==> src/rtl/fetch_unit.sv <==
// Instruction-fetch stage: owns the PC, issues one-outstanding requests to imem and
// feeds an enable-less IF/ID register, holding outputs stable under stall via a skid buffer.
module fetch_unit #(
  parameter int unsigned    ADDR_W   = 32,
  parameter int unsigned    INSTR_W  = 32,
  parameter logic [ADDR_W-1:0] RESET_PC = '0
) (
  input  logic               clk_i,
  input  logic               rst_i,
  input  logic               stall_i,
  input  logic               redirect_i,
  input  logic [ADDR_W-1:0]  redirect_pc_i,
  output logic               imem_req_o,
  output logic [ADDR_W-1:0]  imem_addr_o,
  input  logic               imem_ack_i,
  input  logic [INSTR_W-1:0] imem_data_i,
  output logic [INSTR_W-1:0] instr_o,
  output logic [ADDR_W-1:0]  pc_plus4_o,
  output logic               flush_o
);

  typedef enum logic [1:0] {StFetch, StHold, StDrop} state_e;

  state_e               state_q;
  logic [ADDR_W-1:0]    pc_r;
  logic [ADDR_W-1:0]    drop_addr_r;
  logic                 valid_r;
  logic [INSTR_W-1:0]   buf_instr;
  logic [ADDR_W-1:0]    buf_pc4;
  logic                 buf_v;
  logic [ADDR_W-1:0]    pc_inc;
  logic                 consume;

  assign pc_inc  = pc_r + ADDR_W'(4);
  assign consume = valid_r & ~stall_i;
  assign flush_o = ~valid_r | redirect_i;

  always_comb begin
    imem_req_o  = 1'b0;
    imem_addr_o = '0;
    if (!rst_i) begin
      unique case (state_q)
        StFetch: begin
          imem_req_o  = 1'b1;
          imem_addr_o = pc_r;
        end
        StDrop: begin
          imem_req_o  = 1'b1;
          imem_addr_o = drop_addr_r;
        end
        default: ;
      endcase
    end
  end

  always_ff @(posedge clk_i) begin
    if (rst_i) begin
      state_q     <= StFetch;
      pc_r        <= RESET_PC;
      drop_addr_r <= '0;
      valid_r     <= 1'b0;
      instr_o     <= '0;
      pc_plus4_o  <= '0;
      buf_instr   <= '0;
      buf_pc4     <= '0;
      buf_v       <= 1'b0;
    end else if (redirect_i) begin
      // Redirect outranks stall and ack; an in-flight request must still be drained.
      pc_r    <= redirect_pc_i;
      valid_r <= 1'b0;
      buf_v   <= 1'b0;
      unique case (state_q)
        StFetch: begin
          if (!imem_ack_i) begin
            drop_addr_r <= pc_r;
            state_q     <= StDrop;
          end
        end
        StDrop:  if (imem_ack_i) state_q <= StFetch;
        default: state_q <= StFetch;
      endcase
    end else begin
      unique case (state_q)
        StFetch: begin
          if (imem_ack_i) begin
            pc_r <= pc_inc;
            if (!valid_r || consume) begin
              instr_o    <= imem_data_i;
              pc_plus4_o <= pc_inc;
              valid_r    <= 1'b1;
            end else begin
              buf_instr <= imem_data_i;
              buf_pc4   <= pc_inc;
              buf_v     <= 1'b1;
              state_q   <= StHold;
            end
          end else if (consume) begin
            valid_r <= 1'b0;
          end
        end
        StHold: begin
          if (consume && buf_v) begin
            instr_o    <= buf_instr;
            pc_plus4_o <= buf_pc4;
            buf_v      <= 1'b0;
            state_q    <= StFetch;
          end
        end
        StDrop:  if (imem_ack_i) state_q <= StFetch;
        default: state_q <= StFetch;
      endcase
    end
  end

endmodule
==> config.mk <==
export PLATFORM = sky130hd
export DESIGN_NAME = fetch_unit
export DESIGN_NICKNAME = d
export VERILOG_FILES = /design/src/rtl/fetch_unit.sv
export SDC_FILE = /design/constraint.sdc
export NUM_CORES = 1
export LEC_CHECK = 0
export CAP_MARGIN = 0
export CORE_MARGIN = 8
export CORE_UTILIZATION = 57
export DETAILED_ROUTE_END_ITERATION = 7
export GPL_TIMING_DRIVEN = 1
export PLACE_DENSITY = 0.85
export SKIP_LAST_GASP = 1
export SYNTH_ARGS = -nofsm -noshare
export SYNTH_HDL_FRONTEND = slang
export SYNTH_SLANG_ARGS = --single-unit
export TNS_END_PERCENT = 1
==> constraint.sdc <==
create_clock -name clk_i -period 3.2 [get_ports clk_i]
set_clock_uncertainty 0.05 [all_clocks]
set_input_delay 0.48 -clock clk_i [delete_from_list [all_inputs] [get_ports clk_i]]
set_output_delay 0.48 -clock clk_i [all_outputs]
set_load 0.01 [all_outputs]
==> results.toml, run 1 <==
[critical_path]
r2r_start = "pc_r[3]"
r2r_setup_slack_ns = 0.75
slowest_stage = "dfxtp_1"
cp-endpoint = "imem_addr_o[31]"
cpPeakStageDelay_ns = 0.50
cp.arrival_ns = 2.22
critical_path.cell_chain = "inv_1 -> nand2_1 -> buf_4 -> nor2_1 -> clkdlybuf4s50_1"
criticalPathCategory = "reg2out"
r2r_cells = 6
critPathRequiredTime_ns = 2.67
cp-end-kind = "primary output"
r2r-end = "pc_plus4_o[22]"
crit_path_start_kind = "register"
startpoint = "state_q[0]"
crit_fanout = 34

[grt]
grt_max_degree = 86
grtUsageTotal_pct = 24.99
grt_pass1_wl_mm = 40.75
grt_pass1_vias = 8070
antenna_found_initial = 0
overflow = 0

[layout]
finalNonFillerCells = 1488
multi_input_area_um2 = 4627
antenna_cells = 0
fin_area_um2 = 11370
nets = 1329
nFillCells = 1229
synthToLayoutAreaGrowth_pct = 26.50
regArea_um2 = 3925
drive_above_1_share_pct = 6.682

[power]
p_comb_share_pct = 12.8
internal_power_mw = 4.056
peakVddDrop_mv = 0.3985
powerDensity_nw_per_um2 = 479.6
p_seq_share_pct = 48.2
power.leakage_nw = 3.898
pwr-share-clk_pct = 39.0
power.net_switching_mw = 1.396
switching_share_pct = 25.60

[floorplanning]
io_pins = 167
die_w_um = 141.6
coreArea_um2 = 15660
row_count = 46
initial_core_util_pct = 57.40
dieHeight_um = 141.6
dieArea_um2 = 20040

[clocking]
postCtsSetupBuffers = 0
cts_hold_buffers = 0
cts_tree = "yes"
clk_path_buf_depth = 2
cts_buffers = 17
cts_resized = 0
h-tree-depth = 4
clock-sinks = 196
clk_pin_slew_worst_paths_ns = 0.07
root_buffer = "clkbuf_16"
worstSkewPairLatency_ns = 0.43

[synth]
synth-seq-area-share_pct = 43.66
synth_xor_area_share_pct = 4.873
synthSimpleGateAreaFrac_pct = 23.73
yosys.cell_count.top_type = "nand2_1"
async_reset_ff_share_pct = 0
synth_cell_type_count = 52
yosysTopAreaCell = "dfxtp_1"
synth_fp_nets = 1221
syn_inst = 1151
yosys-top-cells-area = "dfxtp_1 (44%), nand2_1 (11%), nor2_1 (5.8%), a21oi_1 (5.5%), mux2i_1 (4.3%)"
avgSynthCellArea_um2 = 7.807
netlist_area_um2 = 8986
yosys_warnings = 0
synthAdderAreaFrac_pct = 0.1392
yosysTopAreaCellShare_pct = 43.66
synth-compound-area-share_pct = 17.98
synth_top_family_by_area = "simple AND/OR/NAND/NOR gates"
ys_ff_latch = 196
synth_edf_count = 0
synth_commonest_cells = "nand2_1 (255), dfxtp_1 (196), nor2_1 (138)"
synth.area.mux_share_pct = 4.470
yosys_most_used_dff = "dfxtp_1"

[sta]
finalSetupViolCount = 0
hold_slack_ns = 0.2970
tightest_slew_ns = 0.9241
fmax_mhz = 363.5
tns_ns = 0
slew-limit-headroom_pct = 38.39
hold_violations = 0
rsz0062_at_grt = "no"
fin_crit_ns = 2.751
fin_crit_sh_pct = 85.96
drv_slew = 0

[detailed_routing]
vias_per_cell = 5.747
detail_route.wl_per_cell_um = 17.03
drc = 0
via_count = 8551
drtIter0Drc = 654
ant_nets = 0
drt_pass1_iterations = 6
wirelength_mm = 25.34

[place]
gp_congestion = 0.9257
io_buffers = 166
placed_area_um2 = 10780
post-place-cells = 1456
hpwlAfterDp_mm = 17.04

[job]
max-cap-violations = 0

[outcome]
status = "finished clean"

[hold_path]
holdCritPathClass = "in2reg"
[flip-flops by register name (all words and copies together) (netlist names)]
name	cells
buf_instr	32
buf_pc4	32
buf_v	1
drop_addr_r	32
instr_o	32
pc_plus4_o	32
pc_r	32
state_q	2
valid_r	1
[power by group through the flow]
stage / registers (mW) / logic [mW] / clock network, mW
2_1_floorplan: 2.65 / 0.385 / 0
3_3_place_gp: 2.68 / 0.683 / 0
3_5_place_dp: 2.68 / 0.693 / 0
4_1_cts: 2.63 / 0.700 / 2.14
5_1_grt: 2.64 / 0.762 / 2.25
6_report: 2.63 / 0.700 / 2.12
[through the flow]
step           total power [mW]  setup WS, ns  utilization [%]
2_1_floorplan             3.035         1.128                -
3_3_place_gp              3.360        0.3538            68.87
3_5_place_dp              3.374        0.2788            68.87
4_1_cts                   5.468        0.4503            72.61
5_1_grt                   5.654        0.3037            72.61
6_report                  5.452        0.4493            72.61
[final cells by class]
| cell class | instances | area share, % |
|---|---|---|
| Multi-Input combinational cell | 839 | 40.70 |
| Sequential cell | 196 | 34.53 |
| Timing Repair Buffer | 197 | 16.97 |
| Clock buffer | 20 | 4.018 |
| Tap cell | 216 | 2.378 |
| Clock inverter | 12 | 1.134 |
| Inverter | 8 | 0.2642 |
[kinds of logic (layout without fill, tap and decap cells)]
family	Yosys count	in the layout
AO/OA/AOI/OAI	252	252
XOR/XNOR	50	50
adder cells (fa/ha/maj)	1	1
buffers and inverters	116	237
flip-flops	196	196
multiplexers	40	40
AND/OR/NAND/NOR	496	496
[metal layers]
| layer | up-vias | GRT usage [%] | wire length (µm) |
|---|---|---|---|
| met5 | - | 0 | 0 |
| met4 | 0 | 7.744 | 427 |
| met3 | 38 | 4.704 | 2189 |
| met2 | 363 | 40.49 | 11810 |
| met1 | 3974 | 33.08 | 10910 |
| li1 | 4176 | - | - |
[cell usage in the layout (no fill, tap or decap), types with 7 or more instances in the layout]
cell / netlist / final
nor2_1: 138 / 136
a21boi_0: 9 / 9
o21ai_0: 27 / 27
inv_1: 7 / 7
clkbuf_16: 0 / 17
nor3_1: 17 / 15
dfxtp_1: 196 / 195
buf_4: 0 / 29
nand2_1: 255 / 255
a211oi_1: 29 / 29
a31oi_1: 15 / 15
o22ai_1: 8 / 8
nor4_1: 8 / 8
xnor2_1: 17 / 17
a311oi_1: 36 / 36
nand4_1: 21 / 21
a21oi_1: 99 / 99
clkdlybuf4s50_1: 0 / 165
mux2i_1: 39 / 39
xor2_1: 33 / 33
nand3_1: 23 / 23
[worst min-delay path by stage]
stage | from | endpoint | slack (ns) | cells after the start
3_3_place_gp | drop_addr_r[16] | drop_addr_r[16] | 0.39 | 2
6_report | rst_i | pc_plus4_o[11] | 0.30 | 2
3_5_place_dp | pc_plus4_o[5] | pc_plus4_o[5] | 0.40 | 2
5_1_grt | rst_i | pc_plus4_o[11] | 0.29 | 2
2_1_floorplan | drop_addr_r[0] | drop_addr_r[0] | 0.39 | 2
4_1_cts | rst_i | pc_plus4_o[11] | 0.29 | 2
[worst max-delay path, delay by kind of cell (launching register included)]
| family | cells | cell delay [ns] |
|---|---|---|
| buf+inv | 3 | 1.05 |
| flops | 1 | 0.50 |
| simple gates | 2 | 0.22 |
Power figures use the tool's default switching activity.
==> inputs of run 2 (changes only) <==
--- a/config.mk
+++ b/config.mk
@@ -6,11 +6,13 @@
 export NUM_CORES = 1
 export LEC_CHECK = 0
 export CAP_MARGIN = 0
+export CELL_PAD_IN_SITES_DETAIL_PLACEMENT = 1
+export CELL_PAD_IN_SITES_GLOBAL_PLACEMENT = 1
 export CORE_MARGIN = 8
-export CORE_UTILIZATION = 57
+export CORE_UTILIZATION = 41
 export DETAILED_ROUTE_END_ITERATION = 7
 export GPL_TIMING_DRIVEN = 1
-export PLACE_DENSITY = 0.85
+export PLACE_DENSITY = 0.84
 export SKIP_LAST_GASP = 1
 export SYNTH_ARGS = -nofsm -noshare
 export SYNTH_HDL_FRONTEND = slang
==> results.toml, run 2 (synthesis gave the netlist of run 1 again) <==
[critical_path]
criticalPathCategory = "reg2out"
r2r_setup_slack_ns = 0.45
critical_path.cell_chain = "inv_1 -> nand2_1 -> buf_4 -> nor2_1 -> clkdlybuf4s50_1"
cp-end-kind = "primary output"
critPathRequiredTime_ns = 2.67
cp.arrival_ns = 2.24
slowest_stage = "dfxtp_1"
crit_path_start_kind = "register"
r2r-end = "pc_plus4_o[22]"
r2r_start = "pc_r[3]"
crit_fanout = 34
cpPeakStageDelay_ns = 0.50
r2r_cells = 6

[floorplanning]
die_w_um = 164.0
dieHeight_um = 164.0
coreArea_um2 = 21690
io_pins = 167
dieArea_um2 = 26910
row_count = 54
initial_core_util_pct = 41.43

[hold_path]
hold_path.startpoint = "pc_plus4_o[15]"
min_to = "pc_plus4_o[15]"
holdCritPathClass = "reg2reg"
holdPathStages = 2

[sta]
timing.final.ws_setup_ns = 0.4287
hold_violations = 0
drv_slew = 0
fmax_mhz = 360.8
tns_ns = 0
fin_crit_ns = 2.771
tightest_slew_ns = 1.135
finalSetupViolCount = 0
rsz0062_at_grt = "no"
hold_slack_ns = 0.4043
slew-limit-headroom_pct = 24.36
fin_crit_sh_pct = 86.60

[detailed_routing]
via_count = 8590
detail_route.wl_per_cell_um = 18.89
drc = 0
drtIter0Drc = 546
ant_nets = 0
wirelength_mm = 29.32
vias_per_cell = 5.535
drt_pass1_iterations = 4

[power]
power.net_switching_mw = 1.529
total_power_mw = 5.587
p_seq_share_pct = 47.0
peakVddDrop_mv = 0.4341
switching_share_pct = 27.37
powerDensity_nw_per_um2 = 485.8
pwr-share-clk_pct = 40.0
power.leakage_nw = 3.921
p_comb_share_pct = 13.0
internal_power_mw = 4.058

[layout]
layout_commonest_cell = "nand2_1"
nets = 1328
nFillCells = 2578
layout_common_cells = "nand2_1 (255), dfxtp_1 (195), clkdlybuf4s50_1 (165), nor2_1 (136), a21oi_1 (99)"
synthToLayoutAreaGrowth_pct = 27.99
drive_above_1_share_pct = 6.688

[outcome]
status = "finished clean"

[job]
max-cap-violations = 0

[grt]
overflow = 0
antenna_found_initial = 0
grtUsageTotal_pct = 21.48
grt_pass1_vias = 8782
grt_pass1_wl_mm = 46.58
grt_max_degree = 108

[clocking]
cts_tree = "yes"
h-tree-depth = 4
clk_pin_slew_worst_paths_ns = 0.07
clk_path_buf_depth = 2
cts_buffers = 17
clock-sinks = 196
cts_hold_buffers = 0
worstSkewPairLatency_ns = 0.43
root_buffer = "clkbuf_16"
cts_resized = 0
postCtsSetupBuffers = 0

[place]
hpwlAfterDp_mm = 19.94
io_buffers = 166
dpl_worst_slack_ns = 0.2621
gp_congestion = 0.8987
run 2: per-layer routing:
metal | part of all wire (%) | vias up | wire length, µm | global-route usage [%]
met5 | 0 | - | 0 | 0
met1 | 47 | 4167 | 13830 | 28.82
met4 | 1.9 | 0 | 561 | 6.322
met3 | 4.6 | 40 | 1335 | 4.035
met2 | 46 | 207 | 13590 | 34.52
li1 | - | 4176 | - | -
run 2: area by class of cell:
| class | count | area, µm² | area share [%] |
|---|---|---|---|
| Multi-Input combinational cell | 839 | 4627 | 40.23 |
| Sequential cell | 196 | 3925 | 34.13 |
| Timing Repair Buffer | 196 | 1947 | 16.93 |
| Clock buffer | 17 | 425.4 | 3.699 |
| Tap cell | 280 | 350.3 | 3.046 |
| Clock inverter | 15 | 193.9 | 1.686 |
| Inverter | 8 | 30.03 | 0.2611 |
| Antenna cell | 1 | 2.502 | 0.02176 |
run 2: power by group through the flow:
stage	Clock (mW)	Sequential [mW]	Combinational, mW
6_report	2.23	2.63	0.725
5_1_grt	2.38	2.64	0.786
4_1_cts	2.28	2.63	0.732
3_5_place_dp	0	2.68	0.722
3_3_place_gp	0	2.68	0.708
2_1_floorplan	0	2.65	0.385
run 2: worst max-delay path by stage:
stage	from	to	slack (ns)	depth (start not counted)
after detailed placement	imem_ack_i	pc_r[13]	0.26	6
after CTS	state_q[0]	imem_addr_o[1]	0.40	5
after global routing	state_q[0]	imem_addr_o[1]	0.29	5
final	state_q[0]	imem_addr_o[1]	0.43	5
after floorplan	imem_ack_i	pc_r[25]	1.13	6
after global placement	imem_ack_i	pc_r[31]	0.36	6
run 2: critical path: cells and delay by family, from the launching register on:
family                 cells  cell delay (ns)
buffers and inverters      3             1.07
flip-flops                 1             0.50
AND/OR/NAND/NOR            2             0.22
run 2: through the flow:
| step | util (%) | std cells | area [µm²] |
|---|---|---|---|
| finish | 53.03 | 1552 | 11500 |
| global route | 53.02 | 1551 | 11500 |
| CTS | 53.02 | 1551 | 11500 |
| detailed placement | 50.16 | 1519 | 10880 |
| global placement | 50.16 | 1519 | 10880 |
| floorplan | - | 1151 | 8986 |
